## src/rtl/y_zigzag_serializer_pkg.sv

```systemverilog
// y_zigzag_serializer_pkg: shared JPEG constants, zigzag tables and serializer state type
package y_zigzag_serializer_pkg;
    localparam int COEFF_W_DEF = 11;
    localparam int ZZ_N = 64;
    typedef enum logic {IDLE, STREAM} state_t;
    // Row/column of each zigzag position, DC first
    localparam logic [2:0] ZZ_ROW [0:63] = '{
        3'd0, 3'd0, 3'd1, 3'd2, 3'd1, 3'd0, 3'd0, 3'd1, 3'd2, 3'd3, 3'd4, 3'd3, 3'd2, 3'd1, 3'd0, 3'd0,
        3'd1, 3'd2, 3'd3, 3'd4, 3'd5, 3'd6, 3'd5, 3'd4, 3'd3, 3'd2, 3'd1, 3'd0, 3'd0, 3'd1, 3'd2, 3'd3,
        3'd4, 3'd5, 3'd6, 3'd7, 3'd7, 3'd6, 3'd5, 3'd4, 3'd3, 3'd2, 3'd1, 3'd2, 3'd3, 3'd4, 3'd5, 3'd6,
        3'd7, 3'd7, 3'd6, 3'd5, 3'd4, 3'd3, 3'd4, 3'd5, 3'd6, 3'd7, 3'd7, 3'd6, 3'd5, 3'd6, 3'd7, 3'd7
    };
    localparam logic [2:0] ZZ_COL [0:63] = '{
        3'd0, 3'd1, 3'd0, 3'd0, 3'd1, 3'd2, 3'd3, 3'd2, 3'd1, 3'd0, 3'd0, 3'd1, 3'd2, 3'd3, 3'd4, 3'd5,
        3'd4, 3'd3, 3'd2, 3'd1, 3'd0, 3'd0, 3'd1, 3'd2, 3'd3, 3'd4, 3'd5, 3'd6, 3'd7, 3'd6, 3'd5, 3'd4,
        3'd3, 3'd2, 3'd1, 3'd0, 3'd1, 3'd2, 3'd3, 3'd4, 3'd5, 3'd6, 3'd7, 3'd7, 3'd6, 3'd5, 3'd4, 3'd3,
        3'd2, 3'd3, 3'd4, 3'd5, 3'd6, 3'd7, 3'd7, 3'd6, 3'd5, 3'd4, 3'd5, 3'd6, 3'd7, 3'd7, 3'd6, 3'd7
    };
endpackage

```

## src/rtl/zigzag_index_rom.sv

```systemverilog
// zigzag_index_rom: combinational map from zigzag position to block row/column
module zigzag_index_rom
    import y_zigzag_serializer_pkg::*;
(
    input  logic [5:0] i_k,
    output logic [2:0] o_row,
    output logic [2:0] o_col
);
    assign o_row = ZZ_ROW[i_k];
    assign o_col = ZZ_COL[i_k];
endmodule

```

## src/rtl/y_zigzag_serializer.sv

```systemverilog
// y_zigzag_serializer: buffers an 8x8 quantized Y block and streams it in zigzag order
// with ready/valid handshaking and gapless back-to-back blocks.
module y_zigzag_serializer
    import y_zigzag_serializer_pkg::*;
#(
    parameter int COEFF_W = COEFF_W_DEF,
    parameter int BLK_N   = ZZ_N
) (
    input  logic                                clk,
    input  logic                                rst,
    input  logic                                enable,
    input  logic signed [0:7][0:7][COEFF_W-1:0] Q,
    output logic                                in_ready,
    output logic signed [COEFF_W-1:0]           zz_data,
    output logic [5:0]                          zz_index,
    output logic                                zz_valid,
    output logic                                zz_last,
    input  logic                                zz_ready
);
    state_t r_state, w_state_nxt;
    logic [5:0] r_k, w_k_nxt;
    logic [0:7][0:7][COEFF_W-1:0] r_buf;
    logic [2:0] w_row, w_col;
    logic w_beat, w_last_acc, w_cap;

    zigzag_index_rom u_rom (.i_k(r_k), .o_row(w_row), .o_col(w_col));

    assign zz_valid   = r_state == STREAM;
    assign zz_index   = r_k;
    assign zz_last    = zz_valid && r_k == 6'(BLK_N - 1);
    assign zz_data    = zz_valid ? $signed(r_buf[w_row][w_col]) : '0;
    assign w_beat     = zz_valid && zz_ready;
    assign w_last_acc = w_beat && zz_last;
    // Accepting a new block on the final beat keeps the stream gapless
    assign in_ready   = r_state == IDLE || w_last_acc;
    assign w_cap      = enable && in_ready;

    always_comb begin
        w_state_nxt = r_state;
        w_k_nxt     = r_k;
        w_state_nxt = w_cap ? STREAM : w_last_acc ? IDLE : r_state;
        w_k_nxt     = (w_cap || w_last_acc) ? '0 : w_beat ? r_k + 6'd1 : r_k;
    end

    always_ff @(posedge clk or posedge rst) begin
        if (rst) begin
            r_state <= IDLE;
            r_k     <= '0;
        end else begin
            r_state <= w_state_nxt;
            r_k     <= w_k_nxt;
        end
    end

    // Block storage is never cleared; it is only visible after a capture
    always_ff @(posedge clk) begin
        if (w_cap) r_buf <= Q;
    end
endmodule

```

## config.mk

```make
export PLATFORM = sky130hd
export DESIGN_NAME = y_zigzag_serializer
export DESIGN_NICKNAME = d
export VERILOG_FILES = /design/src/rtl/y_zigzag_serializer_pkg.sv /design/src/rtl/zigzag_index_rom.sv /design/src/rtl/y_zigzag_serializer.sv
export SDC_FILE = /design/constraint.sdc
export NUM_CORES = 1
export LEC_CHECK = 0
export ABC_AREA = 1
export ABC_CLOCK_PERIOD_IN_PS = 102600
export BUFFER_PORTS_ARGS = -buffer_cell sky130_fd_sc_hd__buf_4
export CAP_MARGIN = 15
export CORE_AREA = 4 4 279 281
export DETAILED_ROUTE_END_ITERATION = 10
export DIE_AREA = 0 0 283 285
export MAX_ROUTING_LAYER = met4
export SYNTH_ARGS = -nofsm -noshare
export SYNTH_HDL_FRONTEND = slang
export SYNTH_SLANG_ARGS = --single-unit
```

## constraint.sdc

```tcl
create_clock -name clk -period 102.6 [get_ports clk]
set_input_delay 20.52 -clock clk [delete_from_list [all_inputs] [get_ports clk]]
set_output_delay 20.52 -clock clk [all_outputs]
set_load 0.02 [all_outputs]
```

======== Word-level counts from Yosys, hierarchy flattened ========
Memory sizes are Yosys's and may differ from the RTL's.
Cells that the tools add are included.
storage, ports and cells
  memories kept ........................... 2
  bits in read-only memories .............. 384
  flip-flop bits (word level) ............. 711
  output and inout bits ................... 20
operators by class
  bitwise operators ....................... 4
  muxes and demuxes ....................... 15
  magnitude comparators ................... 3
  reductions and logical operators ........ 8
  add/subtract/negate cells ............... 1
  equality and inequality tests ........... 1
memories
  name             depth  width  rd ports  clocked after memory_dff  wr ports  line                    source
  (no name shown)  64     3      1         0                         0         zigzag_index_rom.sv:10  assign o_col = ZZ_COL[i_k];
  (no name shown)  64     3      1         0                         0         zigzag_index_rom.sv:9   assign o_row = ZZ_ROW[i_k];
operators by type and width
  operator                                     count
  binary-select mux 88 bit (select 3 bit)      1
  two-way mux 88 bit                           2
  binary-select mux 11 bit (select 3 bit)      1
  two-way mux 11 bit                           3
  two-way mux 3 bit                            4
  two-way mux 6 bit                            2
  >= comparator 4 bit, second input constant   2
  NOT 3 -> 4 bit                               2
  >= comparator 7 bit, second input constant   1
  NOT 6 -> 7 bit                               1
  adder 6 x 1 -> 6 bit, second input constant  1
  == test 6 bit, second input constant         1
  logical AND 1 bit                            4
  nonzero test 2 bit                           2
  logical OR 1 bit                             2
  two-way mux 1 bit                            2
  NOT 1 bit                                    1

======== Logic depth before layout (Yosys ltp) ========
Gate-level depths: netlist of run 1.
  depth in word-level cells ............... 12
  mapped depth ............................ 19
  mapped depth without buffers ............ 17

======== By module ========
A second synthesis of run 1 with hierarchy kept.
unflattened totals
  cell total of the unflattened synthesis .. 2539
  area total of the unflattened synthesis .. 29512.1 sq um
modules (own cells, without submodules)
  module               cells each  area each (sq um)  seq. area each (sq um)  times used
  y_zigzag_serializer  2391        28715.0            21315.4                 1
  zigzag_index_rom     148         797.0              0.0                     1

======== Least setup slack after synthesis of run 1 ========
OpenSTA, ideal clock, no wires.
  kind .................................... input -> register
  start ................................... in zz_ready
  end ..................................... reg r_buf[0] in the netlist's numbering, enable pin
  library setup time ...................... 1.799 ns
  arrival ................................. 50.073 ns
  required time ........................... 100.801 ns
  slack ................................... 50.728 ns
  cell stages on the path ................. 4
  buffers on the path ..................... 0
  cells stage by stage .................... nand2_1 > nor2_1 > nor2_1 > nor2_1
on the way
  longest elaborated chain between the ends .. 4
ends and longest elaborated chain
  element               line                       source
  start, declared       y_zigzag_serializer.sv:18  input logic zz_ready
  logical AND 1 bit     y_zigzag_serializer.sv:32  assign w_beat = zz_valid && zz_ready;
  logical AND 1 bit     y_zigzag_serializer.sv:33  assign w_last_acc = w_beat && zz_last;
  logical OR 1 bit      y_zigzag_serializer.sv:35  assign in_ready = r_state == IDLE || w_last_acc;
  logical AND 1 bit     y_zigzag_serializer.sv:36  assign w_cap = enable && in_ready;
  via w_cap             y_zigzag_serializer.sv:24  logic w_beat, w_last_acc, w_cap;
  end signal, assigned  y_zigzag_serializer.sv:57  if (w_cap) r_buf <= Q;
  end, declared         y_zigzag_serializer.sv:22  logic [0:7][0:7][COEFF_W-1:0] r_buf;
The timed path passes the listed nets, and every way through them passes these cells.
A chain may end at the register's enable or synchronous reset.

======== Final worst setup path of run 1 ========
  start ................................... in zz_ready
  end ..................................... out in_ready
on the way
  longest elaborated chain between the ends .. 3
ends and longest elaborated chain
  element            line                       source
  logical AND 1 bit  y_zigzag_serializer.sv:32
  logical AND 1 bit  y_zigzag_serializer.sv:33
  logical OR 1 bit   y_zigzag_serializer.sv:35
  end, declared      y_zigzag_serializer.sv:13  output logic in_ready,
No other way between the ends.

==> results of run 1 <==
==> sequential cells by signal, summed over array words and instances, names as in the netlist <==
signal / cells
r_buf: 704
zz_index: 6
zz_valid: 1
==> through the flow <==
| stage | area [um2] | power, W | hold WS (ns) | utilization [%] | setup WS (ns) |
|---|---|---|---|---|---|
| 3_5_place_dp | 35690 | 0.001059 | 0.8963 | 47.30 | 60.82 |
| 2_1_floorplan | 29620 | 0.0007946 | 0.7228 | - | 50.73 |
| 6_report | 38360 | 0.001338 | 0.9194 | 50.84 | 60.79 |
| 4_1_cts | 38280 | 0.001343 | 0.9036 | 50.74 | 60.79 |
| 3_3_place_gp | 35690 | 0.001052 | 0.8852 | 47.30 | 60.75 |
| 5_1_grt | 38350 | 0.001418 | 0.9895 | 50.84 | 60.70 |
==> power by group <==
part / switching, W / leakage, nW / internal [W]
combinational: 0.000530 / 7.24 / 0.000193
sequential: 0.00000598 / 6.41 / 0.000327
clock: 0.000121 / 1.24 / 0.000161
==> layout make-up <==
type	count	area share [%]
tap	978	3.190
sequential	711	55.57
clock inverter	47	1.373
timing repair buffer	748	14.74
inverter	30	0.3164
multi-input combinational	1590	19.23
antenna	31	0.2022
clock buffer	94	5.382
==> worst max-delay path by stage <==
stage,start,end,slack [ns]
after floorplan,zz_ready,r_buf[0],50.73
after global placement,zz_ready,in_ready,60.75
after detailed placement,zz_ready,in_ready,60.82
after CTS,zz_ready,in_ready,60.79
after global routing,zz_ready,in_ready,60.70
final,zz_ready,in_ready,60.79
==> kinds of logic after synthesis <==
group	Yosys count	share of synthesized area (%)
simple gates	1541	23.27
flops	711	71.97
buf+inv	207	3.367
compound gates	31	0.6506
fa+ha+maj	16	0.6760
xor+xnor	2	0.05916
==> worst max-delay path: cells and delay by family <==
family,cells,cell delay (ns)
AND/OR/NAND/NOR,3,0.39
buffers and inverters,3,0.38
==> routing by layer <==
layer / GRT usage (%) / up-vias
li1: - / 10386
met1: 34.10 / 11182
met2: 40.95 / 1155
met3: 5.755 / 140
met4: 9.438 / 0
met5: - / -
==> cell usage after synthesis, types with 10 or more instances <==
cell type / number
inv_1: 20
inv_2: 10
buf_2: 89
nor2_1: 82
buf_4: 25
clkbuf_1: 54
ha_1: 16
nand2_1: 583
edfxtp_1: 704
a21oi_1: 10
nand3_1: 867
==> impl_results.md, run 1 <==
- Status: complete, no violations
- Maximum VDD drop: 0.04132 mV
- Met2 routed wirelength: 52.28 mm
- Post-CTS Setup Bufs: 0
- Post-DP HPWL: 74.62 mm
- Rel. slew slack: 18.55%
- Hold buffer count at CTS: 0
- CP peak stage delay: 0.24 ns
- Grt ovf: 0
- CTS resizes: 0
- CTS Root Buffer Type: clkbuf_16
- Synth top area cells: edfxtp_1, nand3_1, nand2_1, buf_2, nor2_1
- Total Routed Length: 107.6 mm
- Initial Utilization: 39.26%
- Vias in the first global route: 22,346
- Vias: 22,863
- Critical path class: input pin to output port
- Fin. max-slew vios: 0
- Antenna violations before repair: 31
- First-pass GRT wire length: 152.2 mm
- Reg2reg end: r_buf[539]
- Syn_nets: 3,232
- Final hold violations: 0
- Syn Area/Cell: 11.81 um2
- Critical-path cell list: buf_4 > nand2_1 > nor2_1 > nor2_1 > inv_1 > buf_4
- Fmax: 23.92 MHz
- Top Ports: 728
- Core Footprint: 75,440 um2
- DR WL met3: 9.498 mm
- Reg2reg path depth: 11
- Leak: 14.89 nW
- Die ar.: 80,660 um2
- Clk Latency, worst-skew pair: 0.64 ns
- DRC viols: 0
- Wirelength per Cell: 25.44 um
- Num CTS Buffers: 80
- Setup TNS: 0 ns
- Seq/Total Area, Yosys: 71.97%
- Tmin final: 41.81 ns
- Commonest non-fill, non-tap cell in the layout: nand3_1
- GP Congestion: 0.9227
- Iter 0 DRT Violations: 2,592
- CTS max path bufs: 3
- DRT Pass-1 Iters: 6
- Nets@finish: 3,885
- Hold_sp: zz_index[4]
- CTS HTree Levels: 3
- Die Height: 285 um
- Worst path slowest cell: nor2_1
- Layout Cells excl Fill: 4,229
- Cell accounting for the most synthesized area: edfxtp_1
- Hold/Removal Path Class: flip-flop to flip-flop
- Post-Synthesis Cell Area: 29,620 um2
- Type of origin of the critical path: input pin
- Overall routing resource usage: 26.26%
- RR Startpoint: zz_index[1]
- Post-route ant nets: 0
- Worst reg2reg setup slack: 96.29 ns
- Clk pin slew, worst setup/hold paths: 0.06 ns
- Cells after Synth: 2,508
- Critical path peak fanout: 2
- Yosys reg bits: 711
- Total of max-cap violations: 0
- Fraction of layout cells with a size suffix above 1: 27.33%
- Top sig layer: met4
- Footprint of the multi-input gates: 7375 um2
- Inst Count DP: 4,057
- Critical Path AT: 21.29 ns
- Via-to-Cell Ratio: 5.406
- Post-synth EDFFs: 704
- Most frequent cells in the layout: nand3_1, buf_4, edfxtp_1, nand2_1, nor2_1
- Yosys warning total: 0
- Ys async rst share: 0.9845%
- Post-route clock period utilization: 40.75%
- Layout fillers: 6,665
- Unique masters post-synth: 30
- Final setup fails: 0
- Largest net degree at the start of global routing: 196
- # rows: 101
- Worst hold path depth: 2
- Layout Skew: 0.03087 ns
- CTS tree: yes
- CTS sink count: 711
- Seq. cell area: 21,320 um2
- WP data required: 82.08 ns
- Hold EP: zz_index[4]
- RSZ-0062 raised after global routing: no
- Main synth FF type: edfxtp_1
- PwrDens: 34.89 nW/um2
- Layout area overhead: 29.51%
- DRT met1 WL: 42.71 mm
- DIE WIDTH: 283 um
- IO Port Bufs: 727
- Crit. End Element: output port
- Worst Tran Pin Value: 1.222 ns
- Synth top area share: 71.38%
Note: power is estimated with default switching activity, not from simulation.
==> inputs of run 2 (changes only) <==
- ABC_CLOCK_PERIOD_IN_PS: 102600 -> 36200
- clock period: 102.6 -> 36.2 ns (I/O delays scaled with it)
==> run 2 against run 1 <==
Against the previous run:
- combinational power increased to 2.8 times the previous value
- cell count is essentially flat
- clock power rose to 2.6 times the previous value
- critical path depth unchanged
- largest cell class unchanged
- die area is the same
- wire length increased by 0.73%
- first-iteration DRC count down 5.8%
- utilization down 0.30 points
- non-clock buffer count up 6
- clock skew is 0.0063 ns lower
==> impl_results.md, run 2 (synthesized netlist as in run 1, its figures left out) <==
- # rows: 101
- First-pass GRT wire length: 153.1 mm
- RSZ-0062 raised after global routing: no
- Antenna violations before repair: 33
- Critical path peak fanout: 2
- Sw Share: 49.73%
- CTS tree: yes
- Critical-path cell list: buf_4 > nand2_1 > nor2_1 > nor2_1 > inv_1 > buf_4
- Post-DP HPWL: 76.01 mm
- Iter 0 DRT Violations: 2,441
- GP Congestion: 0.9214
- DIE WIDTH: 283 um
- Fmax: 65.72 MHz
- CTS resizes: 0
- Post-route ant nets: 0
- Comb pwr share: 55.1%
- CP peak stage delay: 0.21 ns
- Total Routed Length: 108.4 mm
- Nets@finish: 3,889
- CTS Root Buffer Type: clkbuf_16
- Post-CTS Setup Bufs: 0
- CTS sink count: 711
- Int Pwr: 0.001880 W
- CTS HTree Levels: 3
- Grt ovf: 0
- Reg2reg path depth: 11
- Critical Path AT: 7.97 ns
- Hold/Removal Path Class: flip-flop to flip-flop
- Overall routing resource usage: 26.51%
- Max reg flops: 704
- Total of max-cap violations: 0
- Sequential power share: 25.2%
- Hold buffer count at CTS: 0
- Final setup fails: 0
- DRT Pass-1 Iters: 5
- Leak: 14.81 nW
- Worst path slowest cell: nor2_1
- Crit. End Element: output port
- Clk Latency, worst-skew pair: 0.62 ns
- Most frequent cells in the layout: nand3_1, buf_4, edfxtp_1, nand2_1, nor2_1
- Type of origin of the critical path: input pin
- Die ar.: 80,660 um2
- CTS max path bufs: 3
- Largest reg by FF count: r_buf
- WP data required: 28.96 ns
- Largest net degree at the start of global routing: 192
- DRC viols: 0
- Num CTS Buffers: 78
- PnR worst setup slack: 20.99 ns
- Die Height: 285 um
- Maximum VDD drop: 0.07549 mV
- Critical path class: input pin to output port
- Setup TNS: 0 ns
- Wirelength per Cell: 25.61 um
- Worst Tran Pin Value: 1.178 ns
- PwrDens: 98.10 nW/um2
- Pre-CTS setup slack: 20.99 ns
- IO Port Bufs: 727
- Tmin final: 15.22 ns
- Clk network pwr share: 19.7%
- Switch Pwr: 0.001860 W
- Initial Utilization: 39.26%
- Vias in the first global route: 22,496
- Fraction of layout cells with a size suffix above 1: 27.04%
- Post-route clock period utilization: 42.03%
- Top Ports: 728
- Vias: 22,878
- Rel. slew slack: 21.49%
- Worst hold path depth: 2
- Via-to-Cell Ratio: 5.406
- Final hold violations: 0
- Commonest non-fill, non-tap cell in the layout: nand3_1
- Clk pin slew, worst setup/hold paths: 0.06 ns
- Layout area overhead: 28.76%
- Core Footprint: 75,440 um2
- Layout Skew: 0.02459 ns
- Status: complete, no violations
- Fin. max-slew vios: 0
[run 2: cell count changes in the layout (fill, tap and decap cells not counted), moves of 2 or more]
cell / previous run / this run
clkinv_1: 15 / 19
inv_6: 1 / 3
buf_4: 745 / 753
clkinvlp_4: 6 / 1
clkbuf_16: 80 / 78
clkinv_8: 1 / 3
diode_2: 31 / 33
bufinv_16: 6 / 1
clkbuf_1: 13 / 19
inv_16: 2 / 0
buf_12: 3 / 1
clkinv_2: 13 / 10
[run 2: power by group through the flow]
stage	logic (W)	clock network [W]	registers [W]
4_1_cts	0.00206	0.000751	0.000942
3_3_place_gp	0.00204	0	0.000959
5_1_grt	0.00224	0.000786	0.000944
3_5_place_dp	0.00206	0	0.000960
6_report	0.00206	0.000737	0.000943
2_1_floorplan	0.00128	0	0.000966
[run 2: final timing paths]
path	start	to	slack (ns)
setup / recovery	zz_ready	in_ready	20.99
hold / removal	zz_index[4]	zz_index[4]	0.91
setup reg to reg	zz_index[1]	r_buf[566]	30.03
hold reg to reg	zz_index[4]	zz_index[4]	0.91
max in group asynchronous	rst	zz_index[2]	29.34
min in group asynchronous	rst	zz_valid	6.59
[run 2: worst max-delay path, delay by kind of cell]
kind / cells / cell delay, ns
simple gates: 3 / 0.35
buf+inv: 3 / 0.37
[run 2: per-stage QoR]
stage               cell area, um2  std cells  total power [W]  hold slack, ns  util (%)
floorplan                    29620       2508         0.002242          0.7228         -
global placement             35710       4063         0.002998          0.8836     47.33
detailed placement           35710       4063         0.003016          0.8865     47.33
CTS                          38050       4199         0.003756          0.8917     50.44
global route                 38130       4231         0.003968          0.9373     50.54
finish                       38130       4232         0.003741          0.9133     50.54
[run 2: cell type report]
class	instances	area [um2]
fillers	6744	37310
well taps	978	1224
inverters	30	121.4
repair buffers	754	5673
clock buffers	97	2023
flip-flops and latches	711	21320
multi-input cells	1590	7375
clock inverters	39	319.1
diodes	33	82.58
[run 2: per-layer routing]
layer	GRT usage, %	vias up	share of wire [%]
met5	-	-	0
met4	9.184	0	2.9
met3	6.027	166	8.2
met2	41.83	1151	49
met1	34.02	11166	40
li1	-	10395	-
